## config.mk

```make
export PLATFORM = sky130hd
export DESIGN_NAME = button_debounce_ctrl
export DESIGN_NICKNAME = d
export VERILOG_FILES = /design/src/rtl/mp3_btn_pkg.sv /design/src/rtl/btn_debounce_cell.sv /design/src/rtl/button_debounce_ctrl.sv
export SDC_FILE = /design/constraint.sdc
export NUM_CORES = 1
export LEC_CHECK = 0
export BUFFER_PORTS_ARGS = -buffer_cell sky130_fd_sc_hd__buf_2
export CORE_UTILIZATION = 55
export DETAILED_ROUTE_END_ITERATION = 8
export GPL_ROUTABILITY_DRIVEN = 0
export GPL_TIMING_DRIVEN = 1
export PLACE_DENSITY = 0.72
export RECOVER_POWER = 25
export SYNTH_ARGS = -nofsm -noshare
export SYNTH_HDL_FRONTEND = slang
export SYNTH_SLANG_ARGS = --single-unit
```

## constraint.sdc

```tcl
create_clock -name clk -period 2.55 [get_ports clk]
set_clock_uncertainty 0.2 [all_clocks]
set_input_delay 0.255 -clock clk [delete_from_list [all_inputs] [get_ports clk]]
set_output_delay 0.255 -clock clk [all_outputs]
set_load 0.02 [all_outputs]
```

## src/rtl/mp3_btn_pkg.sv

```systemverilog
// Shared types for the MP3 player button front end.
// Optional auto-repeat is enabled with `define BTN_AUTOREPEAT_EN.
package mp3_btn_pkg;

  typedef enum logic [1:0] {
    IDLE         = 2'd0,
    PRESS_WAIT   = 2'd1,
    HELD         = 2'd2,
    RELEASE_WAIT = 2'd3
  } btn_state_e;

  localparam int SYNC_DEPTH = 2;

  function automatic int max3(input int a, input int b, input int c);
    int m;
    m = (a > b) ? a : b;
    return (m > c) ? m : c;
  endfunction

endpackage

```

## src/rtl/btn_debounce_cell.sv

```systemverilog
// One button: two-flop synchroniser, debounce FSM, registered pulses.
// Auto-repeat hold timer is built only with `define BTN_AUTOREPEAT_EN.
module btn_debounce_cell
  import mp3_btn_pkg::*;
#(
  parameter int DEBOUNCE_CNT = 20000,
  parameter int REPEAT_DELAY = 500000,
  parameter int REPEAT_RATE  = 100000
) (
  input  logic clk,
  input  logic rst,
  input  logic btn_raw,
  output logic btn_level,
  output logic btn_press,
  output logic btn_release,
  output logic btn_repeat
);

  localparam int CW =
    $clog2(max3(DEBOUNCE_CNT, REPEAT_DELAY, REPEAT_RATE)) + 1;
  localparam logic [CW-1:0] DB_LAST = CW'(DEBOUNCE_CNT - 1);

  logic [SYNC_DEPTH-1:0] sync_q;
  logic                  sync;
  btn_state_e            state_q, state_d;
  logic [CW-1:0]         cnt_q, cnt_d;
  logic                  level_d, press_d, release_d, repeat_d;

`ifdef BTN_AUTOREPEAT_EN
  localparam logic [CW-1:0] RD_LAST = CW'(REPEAT_DELAY - 1);
  localparam logic [CW-1:0] RR_LAST = CW'(REPEAT_RATE - 1);
  logic [CW-1:0] hold_q, hold_d;
  logic          rep_q, rep_d;
`endif

  assign sync = sync_q[SYNC_DEPTH-1];

  always_comb begin
    state_d   = state_q;
    cnt_d     = cnt_q;
    level_d   = btn_level;
    press_d   = 1'b0;
    release_d = 1'b0;
    repeat_d  = 1'b0;
`ifdef BTN_AUTOREPEAT_EN
    hold_d    = hold_q;
    rep_d     = rep_q;
`endif
    unique case (state_q)
      IDLE: begin
        if (sync) begin
          state_d = PRESS_WAIT;
          cnt_d   = '0;
        end
      end
      PRESS_WAIT: begin
        if (!sync) begin
          state_d = IDLE;
        end else if (cnt_q == DB_LAST) begin
          state_d = HELD;
          press_d = 1'b1;
          level_d = 1'b1;
`ifdef BTN_AUTOREPEAT_EN
          hold_d  = '0;
          rep_d   = 1'b0;
`endif
        end else begin
          cnt_d = cnt_q + 1'b1;
        end
      end
      HELD: begin
        if (!sync) begin
          state_d = RELEASE_WAIT;
          cnt_d   = '0;
        end else begin
`ifdef BTN_AUTOREPEAT_EN
          // first repeat after the delay, then at the faster rate
          if (hold_q == (rep_q ? RR_LAST : RD_LAST)) begin
            press_d  = 1'b1;
            repeat_d = 1'b1;
            hold_d   = '0;
            rep_d    = 1'b1;
          end else begin
            hold_d = hold_q + 1'b1;
          end
`endif
        end
      end
      RELEASE_WAIT: begin
        if (sync) begin
          state_d = HELD;
        end else if (cnt_q == DB_LAST) begin
          state_d   = IDLE;
          release_d = 1'b1;
          level_d   = 1'b0;
        end else begin
          cnt_d = cnt_q + 1'b1;
        end
      end
    endcase
  end

  always_ff @(posedge clk) begin
    if (!rst) begin
      sync_q      <= '0;
      state_q     <= IDLE;
      cnt_q       <= '0;
      btn_level   <= 1'b0;
      btn_press   <= 1'b0;
      btn_release <= 1'b0;
      btn_repeat  <= 1'b0;
`ifdef BTN_AUTOREPEAT_EN
      hold_q      <= '0;
      rep_q       <= 1'b0;
`endif
    end else begin
      sync_q      <= {sync_q[SYNC_DEPTH-2:0], btn_raw};
      state_q     <= state_d;
      cnt_q       <= cnt_d;
      btn_level   <= level_d;
      btn_press   <= press_d;
      btn_release <= release_d;
      btn_repeat  <= repeat_d;
`ifdef BTN_AUTOREPEAT_EN
      hold_q      <= hold_d;
      rep_q       <= rep_d;
`endif
    end
  end

endmodule

```

## src/rtl/button_debounce_ctrl.sv

```systemverilog
// Board push-button front end: NUM_BTN independent debounce cells.
// Optional auto-repeat is enabled with `define BTN_AUTOREPEAT_EN.
module button_debounce_ctrl
  import mp3_btn_pkg::*;
#(
  parameter int NUM_BTN      = 4,
  parameter int DEBOUNCE_CNT = 20000,
  parameter int REPEAT_DELAY = 500000,
  parameter int REPEAT_RATE  = 100000
) (
  input  logic               clk,
  input  logic               rst,
  input  logic [NUM_BTN-1:0] btn_raw,
  output logic [NUM_BTN-1:0] btn_level,
  output logic [NUM_BTN-1:0] btn_press,
  output logic [NUM_BTN-1:0] btn_release,
  output logic [NUM_BTN-1:0] btn_repeat,
  output logic               any_press
);

  for (genvar i = 0; i < NUM_BTN; i++) begin : g_btn
    btn_debounce_cell #(
      .DEBOUNCE_CNT(DEBOUNCE_CNT),
      .REPEAT_DELAY(REPEAT_DELAY),
      .REPEAT_RATE (REPEAT_RATE)
    ) u_cell (
      .clk        (clk),
      .rst        (rst),
      .btn_raw    (btn_raw[i]),
      .btn_level  (btn_level[i]),
      .btn_press  (btn_press[i]),
      .btn_release(btn_release[i]),
      .btn_repeat (btn_repeat[i])
    );
  end

  // OR of registered pulses lines up with btn_press in the same cycle
  assign any_press = |btn_press;

endmodule
```

==> reports/qor.yml, run 1 <==
outcome:
  outcome: "finished, final reports clean"
global_route:
  grtUsageTotal: 0.229
  grt_pass1_vias: 4026
  antenna_found_initial: 0
  grt_pass1_wl_um: 18200
  grt_max_degree: 31
  grt_overflow: 0
timing:
  fin_crit_ns: 2.35
  period_share: 0.921
  drv_slew: 0
  slew_headroom: 0.377
  finalSetupViolations: 0
  finalHoldViolCount: 0
  tns_ns: 0
  max_freq_mhz: 426
  rsz0062_at_grt: "false"
  worst_slew_pin_slew_ns: 0.928
floorplan:
  initial_core_util: 0.566
  die_height_um: 99.3
  pin_count: 23
  coreArea_sq_um: 9200
  die_w_um: 99.3
  rows: 35
  die_area_sq_um: 9860
clock_network:
  cts_tree: "built"
  postCtsSetupBuffers: 0
  cts_sinks: 108
  cts_buffers: 9
  clk_pin_slew_ns: 0.10
  h-tree-depth: 3
  clkLatencyLatePin_ns: 0.38
  root_buffer: "clkbuf_8"
  cts_buffer_depth: 2
final_layout:
  final_common_cell: "dfxtp_1"
  drive_gt1_frac: 0.0901
  final_cell_mix: "108 x dfxtp_1, 47 x nor2_1, 44 x nand2_1, 44 x a21oi_1, 34 x nand3_1"
  insertedDiodeCount: 0
  final_util: 0.614
  fin_nets: 649
  area_growth_pct: 8.41
critical_path:
  r2r_end: "g_btn[3].u_cell.cnt_q[18]"
  critical_path.max_fanout: 10
  cp.required_ns: 2.66
  cp.arrival_ns: 2.46
  rr_worst_depth: 6
  start_kind: "register"
  startpoint: "g_btn[3].u_cell.cnt_q[0]"
  end_kind: "register"
  setup.worst_path.class: "register to register"
  ff2ff_setup_slack_ns: 0.20
  rr_startpoint: "g_btn[3].u_cell.cnt_q[0]"
worst_hold_path:
  hp-start: "rst"
  hp-class: "input port to register"
  whs_path_depth: 4
detailed_routing:
  dr_total_vias: 4579
  drcViolationCount: 0
  routedWlPerCell_um: 14.6
  drtIter0Drc: 157
  drt_wl_total_um: 11000
  ant_nets: 0
  vias_per_cell: 6.06
  firstDrtPassIters: 4
pwr:
  p_leak_nw: 1.86
  power_mw: 2.96
  power_density_nw_per_um2: 525
  vdd_drop_max_mv: 0.454
synthesis:
  synth_warnings: 0
  ys_ff_latch: 108
  synth_area_per_cell_sq_um: 8.36
  synth_top_area_cell: "dfxtp_1"
  synth_edf_count: 0
  ys.flop_type: "dfxtp_1"
  synth_cells: 623
  syn_area_sq_um: 5210
  async_flop_share: 0
  synthTopCellsByArea: "dfxtp_1 42%, a21oi_1 4.2%, xnor2_1 4.0%"
  synth_top_area_frac: 0.415
  synth-seq-area-share: 0.415
  synth.distinct_cells: 58
job:
  cap_violations: 0
placement:
  io_buffer_count: 18
  place_hpwl_um: 7530
-- state kept, by name, summed over array words and instances (netlist names), named ones only --
signal                    cells
g_btn.u_cell.btn_press        4
g_btn.u_cell.btn_release      4
g_btn.u_cell.state_q          4
g_btn.u_cell.sync_q           8
g_btn.u_cell.cnt_q           80
g_btn.u_cell.btn_level        4
-- cells in the mapped netlist (3+ instances only) --
library cell / instances
nor2b_1: 3
nor4b_1: 3
ha_1: 4
nor3_2: 3
inv_1: 16
and3_1: 19
mux2i_1: 7
buf_4: 16
nor4_1: 12
o211ai_1: 4
nor3_1: 16
mux2_2: 3
dfxtp_1: 108
clkbuf_1: 22
buf_2: 5
o31ai_1: 8
a21oi_1: 44
o21ai_0: 32
o21ai_1: 5
xor2_1: 7
xnor2_1: 24
and4_1: 7
a21o_1: 3
and2_1: 14
or4_1: 8
or3_1: 21
a22o_1: 3
nand4_1: 24
nor2_1: 47
nand3_1: 34
nand2b_1: 4
nor3b_1: 3
nand2_1: 44
a31oi_1: 21
-- kinds of logic (layout without fill, tap and decap cells) --
kind of cell / count (synthesis) / in the layout / synth area share
other: 1 / 4 / 0.000720
adder cells (fa/ha/maj): 4 / 4 / 0.00961
buffers and inverters: 60 / 78 / 0.0560
multiplexers: 10 / 10 / 0.0199
flip-flops: 108 / 108 / 0.415
XOR/XNOR: 31 / 31 / 0.0522
AND/OR/NAND/NOR: 276 / 276 / 0.295
AO/OA/AOI/OAI: 133 / 133 / 0.152
-- timing repair --
action / in CTS / in global routing
resized for setup: 0 / 1
hold buffers: 4 / 0
hold endpoints to repair: 4 / 0
setup endpoints to repair: 0 / 4
-- worst max path at each step --
stage	depth (start not counted)	slack [ns]	endpoint
2_1_floorplan	6	0.36	register
3_3_place_gp	6	0.25	g_btn[3].u_cell.cnt_q[8]
3_5_place_dp	6	0.14	g_btn[3].u_cell.cnt_q[13]
4_1_cts	6	0.11	g_btn[3].u_cell.cnt_q[13]
5_1_grt	6	0.03	g_btn[3].u_cell.cnt_q[18]
6_report	6	0.20	g_btn[3].u_cell.cnt_q[18]
-- routing by layer --
metal | wire length, um | vias to the layer above | global-route usage
li1 | - | 2288 | -
met1 | 4990 | 2178 | 0.282
met2 | 5350 | 96 | 0.388
met3 | 477 | 17 | 0.0583
met4 | 188 | 0 | 0.0781
met5 | 0 | - | 0
-- metrics by stage --
step	std cells	setup slack, ns	instance area (sq um)	hold slack (ns)
2_1_floorplan	626	0.361	5220	0.182
3_3_place_gp	735	0.250	5400	0.214
3_5_place_dp	735	0.135	5400	0.221
4_1_cts	755	0.111	5650	0.155
5_1_grt	755	0.0332	5640	0.177
6_report	755	0.202	5640	0.179
-- cell type report --
| cell class | instances | area (sq um) |
|---|---|---|
| Sequential cell | 108 | 2160 |
| Tap cell | 111 | 139 |
| Clock inverter | 6 | 88.8 |
| Inverter | 17 | 63.8 |
| Multi-Input combinational cell | 458 | 2780 |
| Timing Repair Buffer | 45 | 284 |
| Clock buffer | 10 | 128 |
| Fill cell | 836 | 3550 |
-- power breakdown --
part	switching [mW]	internal, mW
Combinational	0.0788	0.0391
Sequential	0.0146	1.70
Clock	0.579	0.553
Total	0.672	2.29
-- critical path, stage by stage (launching register included) --
cell and delay, ns:
dfxtp_1 0.40, ha_1 0.25, and4_1 0.44, and4_1 0.31
nand3_1 0.12, or4_1 0.42, a21oi_1 0.15
Note: power is estimated with default switching activity, not from simulation.
==> run 2, diff against run 1 <==
- CORE_UTILIZATION: 55 -> 35
- PLACE_DENSITY: 0.72 -> unset
==> run 2 against run 1 <==
First-iteration DRC count increased by 49%. Utilization decreased by 22 points. Critical path depth did not move. Non-clock buffer count decreased by 6. Sequential cell count unchanged. Largest power group unchanged. Clock power rose by 33%. Global-route usage decreased by 6.9 points.
==> reports/qor.yml, run 2 (synthesis gave the netlist of run 1 again) <==
final_layout:
  largest_registers: "g_btn.u_cell.cnt_q (80), g_btn.u_cell.sync_q (8)"
  final_cells: 822
  final_common_cell: "dfxtp_1"
  insertedDiodeCount: 0
  regMostFlops: "g_btn.u_cell.cnt_q"
  final_util: 0.398
  final_cell_mix: "108 x dfxtp_1, 47 x nor2_1, 44 x nand2_1, 44 x a21oi_1, 34 x nand3_1"
  drive_gt1_frac: 0.0815
  fin_nets: 643
  area_growth_pct: 11.1
  largest_reg_flops: 80
floorplan:
  die_area_sq_um: 15400
  rows: 44
  pin_count: 23
  coreArea_sq_um: 14500
  die_height_um: 124
  initial_core_util: 0.358
  die_w_um: 124
clock_network:
  clkLatencyLatePin_ns: 0.35
  cts_buffers: 9
  h-tree-depth: 3
  cts_buffer_depth: 2
  cts_tree: "built"
  cts_sinks: 108
  root_buffer: "clkbuf_16"
  postCtsSetupBuffers: 0
  clk_pin_slew_ns: 0.07
detailed_routing:
  drcViolationCount: 0
  firstDrtPassIters: 4
  ant_nets: 0
  dr_total_vias: 4502
  routedWlPerCell_um: 13.9
  drt_wl_total_um: 11400
  vias_per_cell: 5.48
  drtIter0Drc: 234
critical_path:
  crit_path_max_incr_delay_ns: 0.50
  cp_top_family: "simple AND/OR/NAND/NOR gates"
  worstPathCellList: "or4_1 -> or4_4 -> nor3_4 -> buf_4 -> or4_1 -> a31oi_1"
  setup.worst_path.class: "register to register"
  end_kind: "register"
  cpMaxStageDelayCell: "or4_1"
  critical_path.max_fanout: 8
  start_kind: "register"
  cp_common_cell: "or4_1"
  path_buf_inv: 1
  cp.required_ns: 2.53
  cp.arrival_ns: 2.35
global_route:
  grt_pass1_wl_um: 19500
  grt_pass1_vias: 4216
  grt_overflow: 0
  grt_max_degree: 31
  antenna_found_initial: 0
  grtUsageTotal: 0.160
timing:
  max_freq_mhz: 421
  slew_headroom: 0.103
  finalSetupViolations: 0
  drv_slew: 0
  worst_slew_pin_slew_ns: 1.34
  fin_crit_ns: 2.38
  period_share: 0.932
  rsz0062_at_grt: "false"
  finalHoldViolCount: 0
  tns_ns: 0
job:
  cap_violations: 0
pwr:
  p_leak_nw: 1.89
  vdd_drop_max_mv: 0.400
  power_density_nw_per_um2: 575
placement:
  io_buffer_count: 18
  dp.cells: 802
  place_hpwl_um: 7880
outcome:
  outcome: "finished, final reports clean"
worst_hold_path:
  hp-class: "input port to register"
==> run 2: cell types whose count changed in the layout (fill, tap and decap cells not counted), sizes merged <==
cell	delta
clkbuf	+3
clkinv	+1
clkinvlp	-2
buf	-8
==> run 2: layout make-up <==
cell class	count	area, sq um
fill	1481	8750
multi-input combinational	458	2780
sequential	108	2160
clock buffer	11	243
timing repair buffer	39	234
tap	184	230
clock inverter	5	75.1
inverter	17	63.8
==> run 2: worst paths after layout <==
kind | cells after the start | end | startpoint | slack, ns
max reg2reg | 6 | g_btn[2].u_cell.cnt_q[5] | g_btn[2].u_cell.cnt_q[12] | 0.17
min | 4 | g_btn[1].u_cell.cnt_q[0] | rst | 0.20
max | 6 | g_btn[2].u_cell.cnt_q[5] | g_btn[2].u_cell.cnt_q[12] | 0.17
min reg2reg | 1 | g_btn[0].u_cell.sync_q[1] | g_btn[0].u_cell.sync_q[0] | 0.23
==> run 2: per-layer routing <==
metal | share of wire | GRT usage | wire length [um]
met5 | 0 | 0 | 0
met4 | 0.011 | 0.0513 | 127
met3 | 0.044 | 0.0458 | 504
met2 | 0.47 | 0.260 | 5380
met1 | 0.47 | 0.202 | 5420
==> run 2: tightest hold or removal path, cell delays in order <==
cell and delay (ns):
clkbuf_1 0.09, clkinv_1 0.06, buf_4 0.23, a21oi_1 0.06
==> run 2: power breakdown <==
part / internal (mW) / switching [mW] / leakage (nW)
combinational: 0.0360 / 0.0797 / 0.862
sequential: 1.70 / 0.0134 / 0.872
clock: 0.883 / 0.615 / 0.159
==> run 2: per-stage QoR <==
stage / hold WS [ns] / setup WS, ns / power (mW) / cell area (sq um)
floorplan: 0.182 / 0.361 / 1.84 / 5220
finish: 0.195 / 0.174 / 3.33 / 5780
global route: 0.222 / 0.0440 / 3.44 / 5780
CTS: 0.204 / 0.0941 / 3.37 / 5800
detailed placement: 0.221 / 0.0863 / 1.87 / 5440
global placement: 0.219 / 0.174 / 1.86 / 5440
==> run 2: timing repair <==
item	4_1_cts	5_1_grt
endpoints found under the hold margin	4	0
endpoints found under the setup margin	0	2
resized for setup	0	1
hold buffers	4	0
